`config.mk`:
```
export PLATFORM = sky130hd
export DESIGN_NAME = reaction_timer_core
export DESIGN_NICKNAME = d
export VERILOG_FILES = /design/src/rtl/reaction_timer_core_pkg.sv /design/src/rtl/reaction_timer_core_bcd.sv /design/src/rtl/reaction_timer_core.sv
export SDC_FILE = /design/constraint.sdc
export NUM_CORES = 1
export LEC_CHECK = 0
export CAP_MARGIN = 20
export CORE_ASPECT_RATIO = 0.8
export CORE_MARGIN = 3
export CORE_UTILIZATION = 41
export DETAILED_ROUTE_END_ITERATION = 10
export GPL_TIMING_DRIVEN = 1
export HOLD_SLACK_MARGIN = 0.08
export PLACE_DENSITY_LB_ADDON = 0.12
export SLEW_MARGIN = 5
export SYNTH_ARGS = -nofsm -noshare
export SYNTH_HDL_FRONTEND = slang
export SYNTH_SLANG_ARGS = --single-unit
```
`constraint.sdc`:
```
create_clock -name i_clk -period 5.5 [get_ports i_clk]
set_clock_uncertainty 0.2 [all_clocks]
set_input_delay 1.1 -clock i_clk [delete_from_list [all_inputs] [get_ports i_clk]]
set_output_delay 1.1 -clock i_clk [all_outputs]
set_load 0.03 [all_outputs]
```
`src/rtl/reaction_timer_core_pkg.sv`:
```
// rtl/reaction_timer_core_pkg.sv - shared encodings and LFSR helper for the reaction timer
package reaction_timer_core_pkg;

  // Game phase as seen by the screen generator
  typedef enum logic [1:0] {
    ST_IDLE  = 2'b00,
    ST_WAIT  = 2'b01,
    ST_REACT = 2'b10,
    ST_DONE  = 2'b11
  } timer_state_e;

  // Outcome of a round; 2'b11 is reserved and never produced
  typedef enum logic [1:0] {
    FAIL_OK    = 2'b00,
    FAIL_EARLY = 2'b01,
    FAIL_SLOW  = 2'b10
  } fail_state_e;

  localparam logic [11:0] LFSR_SEED = 12'hACE;
  localparam logic [3:0]  BCD_NINE  = 4'd9;

  // One step of the 12-bit Fibonacci LFSR, taps 12,6,4,1.
  // Bit 11 always feeds back, so the map is invertible and a nonzero
  // state can never collapse to zero.
  function automatic logic [11:0] lfsr_step(input logic [11:0] cur);
    return {cur[10:0], cur[11] ^ cur[5] ^ cur[3] ^ cur[0]};
  endfunction

endpackage

```
`src/rtl/reaction_timer_core_bcd.sv`:
```
// rtl/reaction_timer_core_bcd.sv - 4-digit BCD up-counter with clear, saturating at 9999
module bcd_counter_4digit
  import reaction_timer_core_pkg::*;
(
  input  logic       i_clk,
  input  logic       i_rst,
  input  logic       i_clr,
  input  logic       i_inc,
  output logic [3:0] o_d3,
  output logic [3:0] o_d2,
  output logic [3:0] o_d1,
  output logic [3:0] o_d0
);

  logic [3:0] r_d3;
  logic [3:0] r_d2;
  logic [3:0] r_d1;
  logic [3:0] r_d0;
  logic       w_full;

  assign w_full = (r_d3 == BCD_NINE) && (r_d2 == BCD_NINE) &&
                  (r_d1 == BCD_NINE) && (r_d0 == BCD_NINE);

  // Units-first decimal increment with carry ripple; holds at 9999
  always_ff @(posedge i_clk) begin
    if (i_rst || i_clr) begin
      r_d3 <= 4'd0;
      r_d2 <= 4'd0;
      r_d1 <= 4'd0;
      r_d0 <= 4'd0;
    end else if (i_inc && !w_full) begin
      if (r_d0 != BCD_NINE) begin
        r_d0 <= r_d0 + 4'd1;
      end else begin
        r_d0 <= 4'd0;
        if (r_d1 != BCD_NINE) begin
          r_d1 <= r_d1 + 4'd1;
        end else begin
          r_d1 <= 4'd0;
          if (r_d2 != BCD_NINE) begin
            r_d2 <= r_d2 + 4'd1;
          end else begin
            r_d2 <= 4'd0;
            r_d3 <= r_d3 + 4'd1;
          end
        end
      end
    end
  end

  assign o_d3 = r_d3;
  assign o_d2 = r_d2;
  assign o_d1 = r_d1;
  assign o_d0 = r_d0;

endmodule

```
`src/rtl/reaction_timer_core.sv`:
```
// rtl/reaction_timer_core.sv - reaction-timer game sequencer: button edge, LFSR wait, ms timing, result
module reaction_timer_core
  import reaction_timer_core_pkg::*;
#(
  parameter int CLK_FREQ    = 100_000_000,
  parameter int MS_TICKS    = CLK_FREQ / 1000,
  parameter int MIN_WAIT_MS = 2000,
  parameter int RAND_BITS   = 12,
  parameter int TIMEOUT_MS  = 1000
) (
  input  logic       i_clk,
  input  logic       i_rst,
  input  logic       i_btn,
  output logic [3:0] o_hex3,
  output logic [3:0] o_hex2,
  output logic [3:0] o_hex1,
  output logic [3:0] o_hex0,
  output logic [1:0] o_timer_state,
  output logic [1:0] o_timer_fail_state,
  output logic       o_stimulus
);

  localparam int PRE_W  = (MS_TICKS > 1) ? $clog2(MS_TICKS) : 1;
  localparam int WAIT_W = $clog2(MIN_WAIT_MS + (1 << RAND_BITS)) + 1;

  localparam logic [PRE_W-1:0]  PRE_LAST  = PRE_W'(MS_TICKS - 1);
  localparam logic [13:0]       MS_LAST   = 14'(TIMEOUT_MS - 1);
  localparam logic [WAIT_W-1:0] WAIT_BASE = WAIT_W'(MIN_WAIT_MS);
  localparam logic [WAIT_W-1:0] WAIT_ONE  = WAIT_W'(1);

  logic              r_btn_q;
  logic              r_armed;
  logic [11:0]       r_lfsr;
  logic [PRE_W-1:0]  r_pre;
  logic [WAIT_W-1:0] r_wait_cnt;
  logic [13:0]       r_ms_cnt;
  timer_state_e      r_state;
  fail_state_e       r_fail;
  logic              r_stim;

  logic              w_press;
  logic              w_tick;
  logic              w_wait_done;
  logic              w_timeout;
  logic              w_state_change;
  logic              w_bcd_clr;
  logic              w_bcd_inc;
  logic [WAIT_W-1:0] w_wait_load;
  logic [3:0]        w_d3;
  logic [3:0]        w_d2;
  logic [3:0]        w_d1;
  logic [3:0]        w_d0;

  // r_armed blocks the phantom edge from a button held through reset:
  // btn_q leaves reset at 0, so a press only counts once the button has
  // been seen low at least once.
  assign w_press     = i_btn & ~r_btn_q & r_armed;
  assign w_tick      = (r_pre == PRE_LAST);
  assign w_wait_done = w_tick && (r_wait_cnt <= WAIT_ONE);
  assign w_timeout   = w_tick && (r_ms_cnt == MS_LAST);
  assign w_wait_load = WAIT_BASE + WAIT_W'(r_lfsr[RAND_BITS-1:0]);
  assign w_bcd_clr   = (r_state == ST_IDLE) && w_press;
  assign w_bcd_inc   = (r_state == ST_REACT) && w_tick && !w_press;

  // Flags every edge the FSM will take, so the ms prescaler restarts in phase
  always_comb begin
    w_state_change = 1'b0;
    case (r_state)
      ST_IDLE:  w_state_change = w_press;
      ST_WAIT:  w_state_change = w_press | w_wait_done;
      ST_REACT: w_state_change = w_press | w_timeout;
      ST_DONE:  w_state_change = w_press;
      default:  w_state_change = 1'b0;
    endcase
  end

  // Button history, press arming and the free-running LFSR
  always_ff @(posedge i_clk) begin
    if (i_rst) begin
      r_btn_q <= 1'b0;
      r_armed <= ~i_btn;
      r_lfsr  <= LFSR_SEED;
    end else begin
      r_btn_q <= i_btn;
      r_armed <= r_armed | ~i_btn;
      r_lfsr  <= lfsr_step(r_lfsr);
    end
  end

  // Millisecond prescaler, realigned on every phase change
  always_ff @(posedge i_clk) begin
    if (i_rst || w_state_change || w_tick) begin
      r_pre <= '0;
    end else begin
      r_pre <= r_pre + PRE_W'(1);
    end
  end

  // Game FSM; a press always outranks a simultaneous tick event
  always_ff @(posedge i_clk) begin
    if (i_rst) begin
      r_state    <= ST_IDLE;
      r_fail     <= FAIL_OK;
      r_stim     <= 1'b0;
      r_wait_cnt <= '0;
      r_ms_cnt   <= '0;
    end else begin
      case (r_state)
        ST_IDLE: begin
          if (w_press) begin
            r_state    <= ST_WAIT;
            r_wait_cnt <= w_wait_load;
          end
        end
        ST_WAIT: begin
          if (w_press) begin
            r_state <= ST_DONE;
            r_fail  <= FAIL_EARLY;
          end else if (w_wait_done) begin
            r_state  <= ST_REACT;
            r_stim   <= 1'b1;
            r_ms_cnt <= '0;
          end else if (w_tick) begin
            r_wait_cnt <= r_wait_cnt - WAIT_ONE;
          end
        end
        ST_REACT: begin
          if (w_press) begin
            r_state <= ST_DONE;
            r_fail  <= FAIL_OK;
            r_stim  <= 1'b0;
          end else if (w_timeout) begin
            r_state <= ST_DONE;
            r_fail  <= FAIL_SLOW;
            r_stim  <= 1'b0;
          end else if (w_tick) begin
            r_ms_cnt <= r_ms_cnt + 14'd1;
          end
        end
        ST_DONE: begin
          if (w_press) begin
            r_state <= ST_IDLE;
            r_fail  <= FAIL_OK;
          end
        end
        default: begin
          r_state <= ST_IDLE;
          r_fail  <= FAIL_OK;
          r_stim  <= 1'b0;
        end
      endcase
    end
  end

  bcd_counter_4digit u_bcd (
    .i_clk (i_clk),
    .i_rst (i_rst),
    .i_clr (w_bcd_clr),
    .i_inc (w_bcd_inc),
    .o_d3  (w_d3),
    .o_d2  (w_d2),
    .o_d1  (w_d1),
    .o_d0  (w_d0)
  );

  assign o_hex3             = w_d3;
  assign o_hex2             = w_d2;
  assign o_hex1             = w_d1;
  assign o_hex0             = w_d0;
  assign o_timer_state      = r_state;
  assign o_timer_fail_state = r_fail;
  assign o_stimulus         = r_stim;

endmodule

```
## Yosys cells after proc, flatten, opt, wreduce, memory -nomap -nowiden

Cells that the tools add are included.

| operators by class | value |
|---|---|
| order comparisons | 1 |
| muxes and demuxes | 31 |
| reduce and logical (&&, ||, !) cells | 27 |
| bitwise operators | 13 |
| add/subtract/negate cells | 8 |
| equal/unequal tests | 24 |

Operator list:

| kind | count |
|---|---|
| 2-to-1 mux 14 bit | 9 |
| case mux 14 bit (2 select lines) | 2 |
| != test 2 bit (second input constant) | 10 |
| adder 17 x 1 -> 17 bit (second input constant) | 1 |
| equality test 17 bit (second input constant) | 1 |
| adder 4 x 1 -> 4 bit (second input constant) | 4 |
| equality test 4 bit (second input constant) | 4 |
| 2-to-1 mux 2 bit | 8 |
| AND reduction 4 bit | 4 |
| adder 14 x 1 -> 14 bit (second input constant) | 1 |
| equality test 14 x 10 -> 1 bit (second input constant) | 1 |
| <= comparator 14 x 1 -> 1 bit (second input constant) | 1 |
| subtractor 14 x 1 -> 14 bit (second input constant) | 1 |
| adder 11 x 12 -> 13 bit (first input constant) | 1 |
| 2-to-1 mux 4 bit | 3 |
| != test 4 bit (second input constant) | 3 |
| logical AND 1 bit | 9 |
| case mux 2 bit (4 select lines) | 1 |
| != test 3 bit (second input constant) | 2 |
| case mux 2 bit (3 select lines) | 1 |
| AND reduction 6 bit | 1 |
| 2-to-1 mux 1 bit | 5 |
| NOT 1 bit | 5 |
| AND reduction 5 bit | 1 |
| 15 further kinds | 25 |

| storage, ports and cells | value |
|---|---|
| bits in registers | 80 |
| input port bits | 3 |
| logic and storage cells | 117 |

## Depth between registers and ports, before layout

Gate-level depths: netlist of run 1.

| depth | value |
|---|---|
| depth in word-level cells | 7 |
| mapped depth | 9 |

## By module

From an unflattened synthesis of run 1, not the netlist that was laid out.

| second synthesis, totals | value |
|---|---|
| cells, all modules | 529 |
| area total of the unflattened synthesis | 4,471.8 um2 |

By module, submodules not included:

| module | cells an instance | instances | seq. area each (um2) | area an instance (um2) |
|---|---|---|---|---|
| reaction_timer_core | 427 | 1 | 1,281.2 | 3,618.5 |
| bcd_counter_4digit | 102 | 1 | 320.3 | 853.3 |

## Worst setup path after synthesis of run 1

OpenSTA, ideal clock, no wires.

| path | value |
|---|---|
| path type | input-to-reg |
| start | in i_btn |
| end | reg r_ms_cnt[9] |
| stages | 6 |
| buffers on the path | 0 |
| arrival time | 2,577 ps |
| required time | 5,234 ps |
| path slack | 2,657 ps |
| setup time | 66 ps |
| path through | nand3b_1 -> o21ai_0 -> a21oi_1 -> nand4_4 -> or4_4 -> a21oi_2 |

| on the way | value |
|---|---|
| longest elaborated chain between the ends | 4 |

Ends and longest elaborated chain:

| element | RTL line | RTL |
|---|---|---|
| start: declaration | reaction_timer_core.sv:13 | `input logic i_btn,` |
| AND 1 bit (*) (2 in a row) | reaction_timer_core.sv:57 | `assign w_press = i_btn & ~r_btn_q & r_armed;` |
| != test 2 bit (no line) | -- |  |
| AND reduction 6 bit (no line) (*) | -- |  |
| end signal: assignment | reaction_timer_core.sv:137 | `r_ms_cnt <= r_ms_cnt + 14'd1;` |
| end: declaration | reaction_timer_core.sv:36 | `logic [13:0] r_ms_cnt;` |

Every way passes the cells marked *; elsewhere a longest branch is shown, timed or not.
A chain may end at the register's enable or synchronous reset.

## Worst setup path after layout of run 1

Same ends and word-level chain as after synthesis.

==> results of run 1 <==
[how the worst max path moves through the flow]
stage / from / to / slack [ns] / cells after the start
2_1_floorplan: i_btn / r_ms_cnt[9] / 2.66 / 6
3_5_place_dp: i_btn / r_ms_cnt[9] / 1.79 / 7
4_1_cts: i_btn / r_ms_cnt[9] / 2.14 / 7
6_report: i_btn / r_ms_cnt[9] / 2.13 / 7
3_3_place_gp: i_btn / r_ms_cnt[9] / 1.88 / 7
5_1_grt: i_btn / r_ms_cnt[6] / 1.90 / 7
[worst min-delay path: stages, from the launching register on]
cell	delay (ns)
dfxtp_1	0.31
inv_1	0.05
nand2_1	0.05
[area by class of cell]
class                           instances  area, µm²  share of cell area [%]
Tap cell                              132      165.2                   3.492
Sequential cell                        80       1602                   33.86
Multi-Input combinational cell        375       2367                   50.05
Inverter                               12      45.04                  0.9524
Clock inverter                          7      72.57                   1.534
Clock buffer                            9      225.2                   4.762
Timing Repair Buffer                   26      252.7                   5.344
[flip-flops by register name (all words and copies together), names as in the netlist]
register	count
o_stimulus	1
r_armed	1
o_timer_fail_state	2
r_wait_cnt	14
o_timer_state	2
r_ms_cnt	14
u_bcd.o_d1	4
u_bcd.o_d2	4
r_btn_q	1
u_bcd.o_d3	4
r_pre	17
r_lfsr	12
u_bcd.o_d0	4
[metrics by stage]
stage	cell area [µm²]	instances	util (%)
after floorplan	4089	484	-
after global placement	4432	625	47.21
after detailed placement	4432	625	47.21
after CTS	4730	641	50.39
after global routing	4730	641	50.39
final	4730	641	50.39
[per-layer routing]
| layer | vias up | global-route usage (%) | part of all wire, % |
|---|---|---|---|
| met4 | 0 | 4.390 | 1.1 |
| met1 | 1586 | 21.46 | 52 |
| met3 | 8 | 4.686 | 3.8 |
| li1 | 1772 | - | - |
| met5 | - | 0 | 0 |
| met2 | 51 | 24.96 | 43 |
[power groups by stage]
stage                     registers [µW]  clock network [µW]  logic, µW
final                                624                 591        185
after floorplan                      633                   0        146
after global routing                 628                 635        209
after global placement               636                   0        183
after CTS                            624                 609        186
after detailed placement             637                   0        184
[kinds of logic (layout without fill, tap and decap cells)]
logic type / after synthesis / after routing / synth area share [%]
compound gates: 96 / 96 / 15.30
buf+inv: 29 / 54 / 2.937
mux: 5 / 5 / 1.224
fa+ha+maj: 11 / 11 / 3.366
xor+xnor: 36 / 36 / 7.711
simple gates: 227 / 227 / 30.29
flops: 80 / 80 / 39.17
[cell usage after synthesis (all sizes together) (3+ instances only)]
cell type and n:
nor2 50, o21ai 23, a21boi 4, nor4bb 3
nand2 44, xor2 22, ha 11, or4 7
a31o 3, dfxtp 80, nor3 11, clkbuf 13
inv 11, a21oi 32, o31ai 4, xnor2 14
nand3b 5, and3 12, or2 8, nand4 13
nor4 5, mux2i 5, buf 4, nor2b 18
a31oi 7, and2 10, a211oi 4, nand3 24
o32ai 5, or3 8
==> flow_metrics.tcl, run 1 <==
set metrics [dict create \
    outcome "complete, no violations" \
    antenna_found_initial 0 \
    cap_violations 0 \
    avgSynthCellArea_um2 8.448 \
    power_frac_seq_pct 44.6 \
    synth-seq-cells 80 \
    drv_slew 0 \
    clock_latency_ns 0.33 \
    ys.flop_type "dfxtp_1" \
    synth_top_area_share_pct 39.17 \
    async_flop_share_pct 0 \
    worst_pin_slew_ns 1.025 \
    intPower_uw 1023 \
    yosysTopAreaCell "dfxtp_1" \
    pwr-share-comb_pct 13.2 \
    pin_count 24 \
    ctsHoldBuffers 0 \
    post_cts_resized 0 \
    gp_congestion 0.7640 \
    cts_setup_buffers 0 \
    critical_path_arrival_ns 3.44 \
    diodes 0 \
    grt_use_total_pct 15.89 \
    cp_slowest_cell "or4_4" \
    ys_top_cells_by_area "dfxtp_1 (39%), xor2_1 (4.7%), nor2_1 (4.6%)" \
    syn_nets 498 \
    drc_errors 0 \
    holdPathStages 2 \
    critPathMaxStageDelay_ns 0.58 \
    cts_tree "yes" \
    overflow 0 \
    fmax_ghz 0.2968 \
    rr_startpoint "r_pre[0]" \
    final.fill_count 936 \
    drive_gt1_share_pct 8.841 \
    timing.final.ws_setup_ns 2.130 \
    finalCritPeriodShare_pct 61.26 \
    die_area_mm2 0.01121 \
    mostFrequentLayoutCell "dfxtp_1" \
    die_h_um 95.32 \
    crit_required_ns 5.57 \
    antenna_left 0 \
    root_buffer "clkbuf_16" \
    hold_path_class "reg2reg" \
    critPathKind "in2reg" \
    power_density_mw_per_mm2 296.1 \
    grt_pass1_vias 3124 \
    core_area_mm2 0.009387 \
    power.share.switching_pct 26.91 \
    layout_common_cells "dfxtp_1 (80), nor2_1 (50), nand2_1 (44)" \
    startpoint_type "input port" \
    rsz0062_at_grt "false" \
    yosysWarnings 0 \
    hold_viol_final 0 \
    path_cells "clkdlybuf4s50_1 -> nand3b_1 -> o21ai_0 -> a21oi_1 -> nand4_4 -> or4_4 -> a21oi_2" \
    max_slew_margin_pct 31.07 \
    grt_max_degree 45 \
    fin_crit_ns 3.370 \
    power_uw 1400 \
    ir_worst_vdd_v 0.0002202 \
    dr.pass1.iters 4 \
    num_vias 3417 \
    io_buffers 23 \
    tns_ns 0 \
    wl_per_cell_um 13.19 \
    hpwlAfterDp_um 5879 \
    netlist_instances 484 \
    clockBufferDepth 2 \
    hp-start "r_lfsr[2]" \
    viasPerCell 5.331 \
    htree_levels 3 \
    leakage_uw 0.001655 \
    start_util_pct 43.56 \
    grt_pass1_wl_um 14630 \
    synth_edf_count 0 \
    synth_area_mm2 0.004089 \
    reg2reg_to "r_ms_cnt[9]" \
    dieWidth_um 117.7 \
    ys_seq_area_share_pct 39.17 \
    syn2layout_area_growth_pct 15.67 \
    wl_um 8452 \
    cts-buffers-inserted 9 \
    r2r_setup_slack_ns 2.63 \
    clk_pin_slew_ns 0.06 \
    drtIter0Drc 268 \
    critPathCaptureType "flop" \
    switching_power_uw 376.8 \
    path_buf_inv 1 \
    fp-row-count 31 \
    dpl_worst_slack_ns 1.794 \
    clock_sinks 80 \
    p_clk_share_pct 42.2 \
    rr_worst_depth 7 \
    cp_max_fo 16 \
    final_nets 518 \
    finalSetupViolations 0 \
    whs_ns 0.2372 \
    min_to "r_lfsr[3]" \
    crit_family "simple AND/OR/NAND/NOR gates" \
    synth_cell_types 60 \
]
Note: power is estimated with default switching activity, not from simulation.
==> run 2, diff against run 1 <==
- clock period: 5.5 -> 3.3 ns (I/O delays scaled with it)
==> flow_metrics.tcl, run 2 (same netlist as run 1, synthesis figures left out) <==
set metrics [dict create \
    rsz0062_at_grt "false" \
    ir_worst_vdd_v 0.0003276 \
    hold_viol_final 0 \
    tns_ns 0 \
    grt_pass1_vias 3223 \
    power_frac_seq_pct 41.4 \
    hpwlAfterDp_um 5873 \
    pin_count 24 \
    clk_pin_slew_ns 0.06 \
    fin_crit_ns 2.821 \
    drc_errors 0 \
    clockBufferDepth 2 \
    cap_violations 0 \
    diodes 0 \
    io_buffers 23 \
    syn2layout_area_growth_pct 17.59 \
    regMostFlops "r_pre" \
    grt_use_total_pct 16.06 \
    antenna_left 0 \
    antenna_found_initial 0 \
    post_cts_resized 0 \
    critical_path_arrival_ns 2.89 \
    hold_path_class "reg2reg" \
    power_uw 2509 \
    clock_latency_ns 0.34 \
    start_util_pct 43.56 \
    power.share.switching_pct 24.74 \
    layout_common_cells "dfxtp_1 (80), nor2_1 (50), nand2_1 (44)" \
    drive_gt1_share_pct 9.357 \
    reg_top3 "r_pre x17, r_ms_cnt x14, r_wait_cnt x14" \
    cts_setup_buffers 0 \
    power_density_mw_per_mm2 521.7 \
    p_clk_share_pct 45.8 \
    finalSetupViolations 0 \
    finalCritPeriodShare_pct 85.49 \
    ctsHoldBuffers 0 \
    htree_levels 3 \
    final.fill_count 910 \
    startpoint_type "flop" \
    fmax_ghz 0.3545 \
    overflow 0 \
    largest_register_ff_count 17 \
    max_slew_margin_pct 42.38 \
    pwr-share-comb_pct 12.7 \
    grt_pass1_wl_um 14850 \
    mostFrequentLayoutCell "dfxtp_1" \
    intPower_uw 1888 \
    multiInputGateArea_mm2 0.002367 \
    outcome "complete, no violations" \
    root_buffer "clkbuf_16" \
    dieWidth_um 117.7 \
    switching_power_uw 620.6 \
    gp_congestion 0.7996 \
    wl_per_cell_um 13.19 \
    core_area_mm2 0.009387 \
    cts_tree "yes" \
    drv_slew 0 \
    critPathKind "reg2reg" \
    viasPerCell 5.312 \
    critPathCaptureType "flop" \
    dr.pass1.iters 4 \
    cts-buffers-inserted 9 \
    cp_max_fo 18 \
    crit_required_ns 3.37 \
    fp-row-count 31 \
    clock_sinks 80 \
    final_nets 522 \
    wl_um 8507 \
    leakage_uw 0.001705 \
    grt_max_degree 37 \
    die_area_mm2 0.01121 \
    seq_area_mm2 0.001602 \
    drtIter0Drc 180 \
    num_vias 3426 \
    worst_pin_slew_ns 0.8615 \
    die_h_um 95.32 \
]
[run 2: power by group through the flow]
stage	sequential, µW	clock, µW	combinational (µW)
after detailed placement	1060	0	317
after global placement	1060	0	314
after CTS	1040	1180	319
after floorplan	1060	0	243
final	1040	1150	319
after global routing	1050	1220	363
[run 2: per-layer routing]
metal  wire length, µm  GRT usage [%]  up-vias
met5                 0              0        -
met4               131          5.854        0
met3               272          4.270       14
met2              3708          25.78       42
met1              4394          21.04     1588
li1                  -              -     1782
[run 2: area by class of cell]
type,count,share of cell area (%)
Timing Repair Buffer,30,5.881
Clock inverter,5,2.160
Clock buffer,11,5.048
Inverter,12,0.9368
Tap cell,132,3.435
Sequential cell,80,33.31
Multi-Input combinational cell,375,49.23
[run 2: worst max-delay path, stage by stage, from the launching register on]
cell and delay (ns):
dfxtp_1 0.36, or4_4 0.58, nor4_4 0.27, nand2_1 0.19
a31oi_2 0.75, o21ai_0 0.22, a21oi_1 0.17
[run 2: final timing paths]
| kind | start | to | slack, ns | cells after the start |
|---|---|---|---|---|
| worst min-delay path | r_lfsr[2] | r_lfsr[3] | 0.24 | 2 |
| worst max-delay path | r_wait_cnt[2] | r_wait_cnt[2] | 0.48 | 6 |
| worst min register to register | r_lfsr[2] | r_lfsr[3] | 0.24 | 2 |
| worst max register to register | r_wait_cnt[2] | r_wait_cnt[2] | 0.48 | 6 |
[run 2: metrics by stage]
| step | std cells | utilization, % | hold WS, ns | setup slack [ns] | instance area, µm² |
|---|---|---|---|---|---|
| 2_1_floorplan | 484 | - | 0.1914 | 0.7343 | 4089 |
| 4_1_cts | 645 | 51.23 | 0.2373 | 0.4740 | 4808 |
| 6_report | 645 | 51.23 | 0.2361 | 0.4789 | 4808 |
| 3_3_place_gp | 629 | 47.53 | 0.2228 | 0.2471 | 4462 |
| 3_5_place_dp | 629 | 47.53 | 0.2207 | 0.1899 | 4462 |
| 5_1_grt | 645 | 51.23 | 0.2732 | 0.2337 | 4808 |
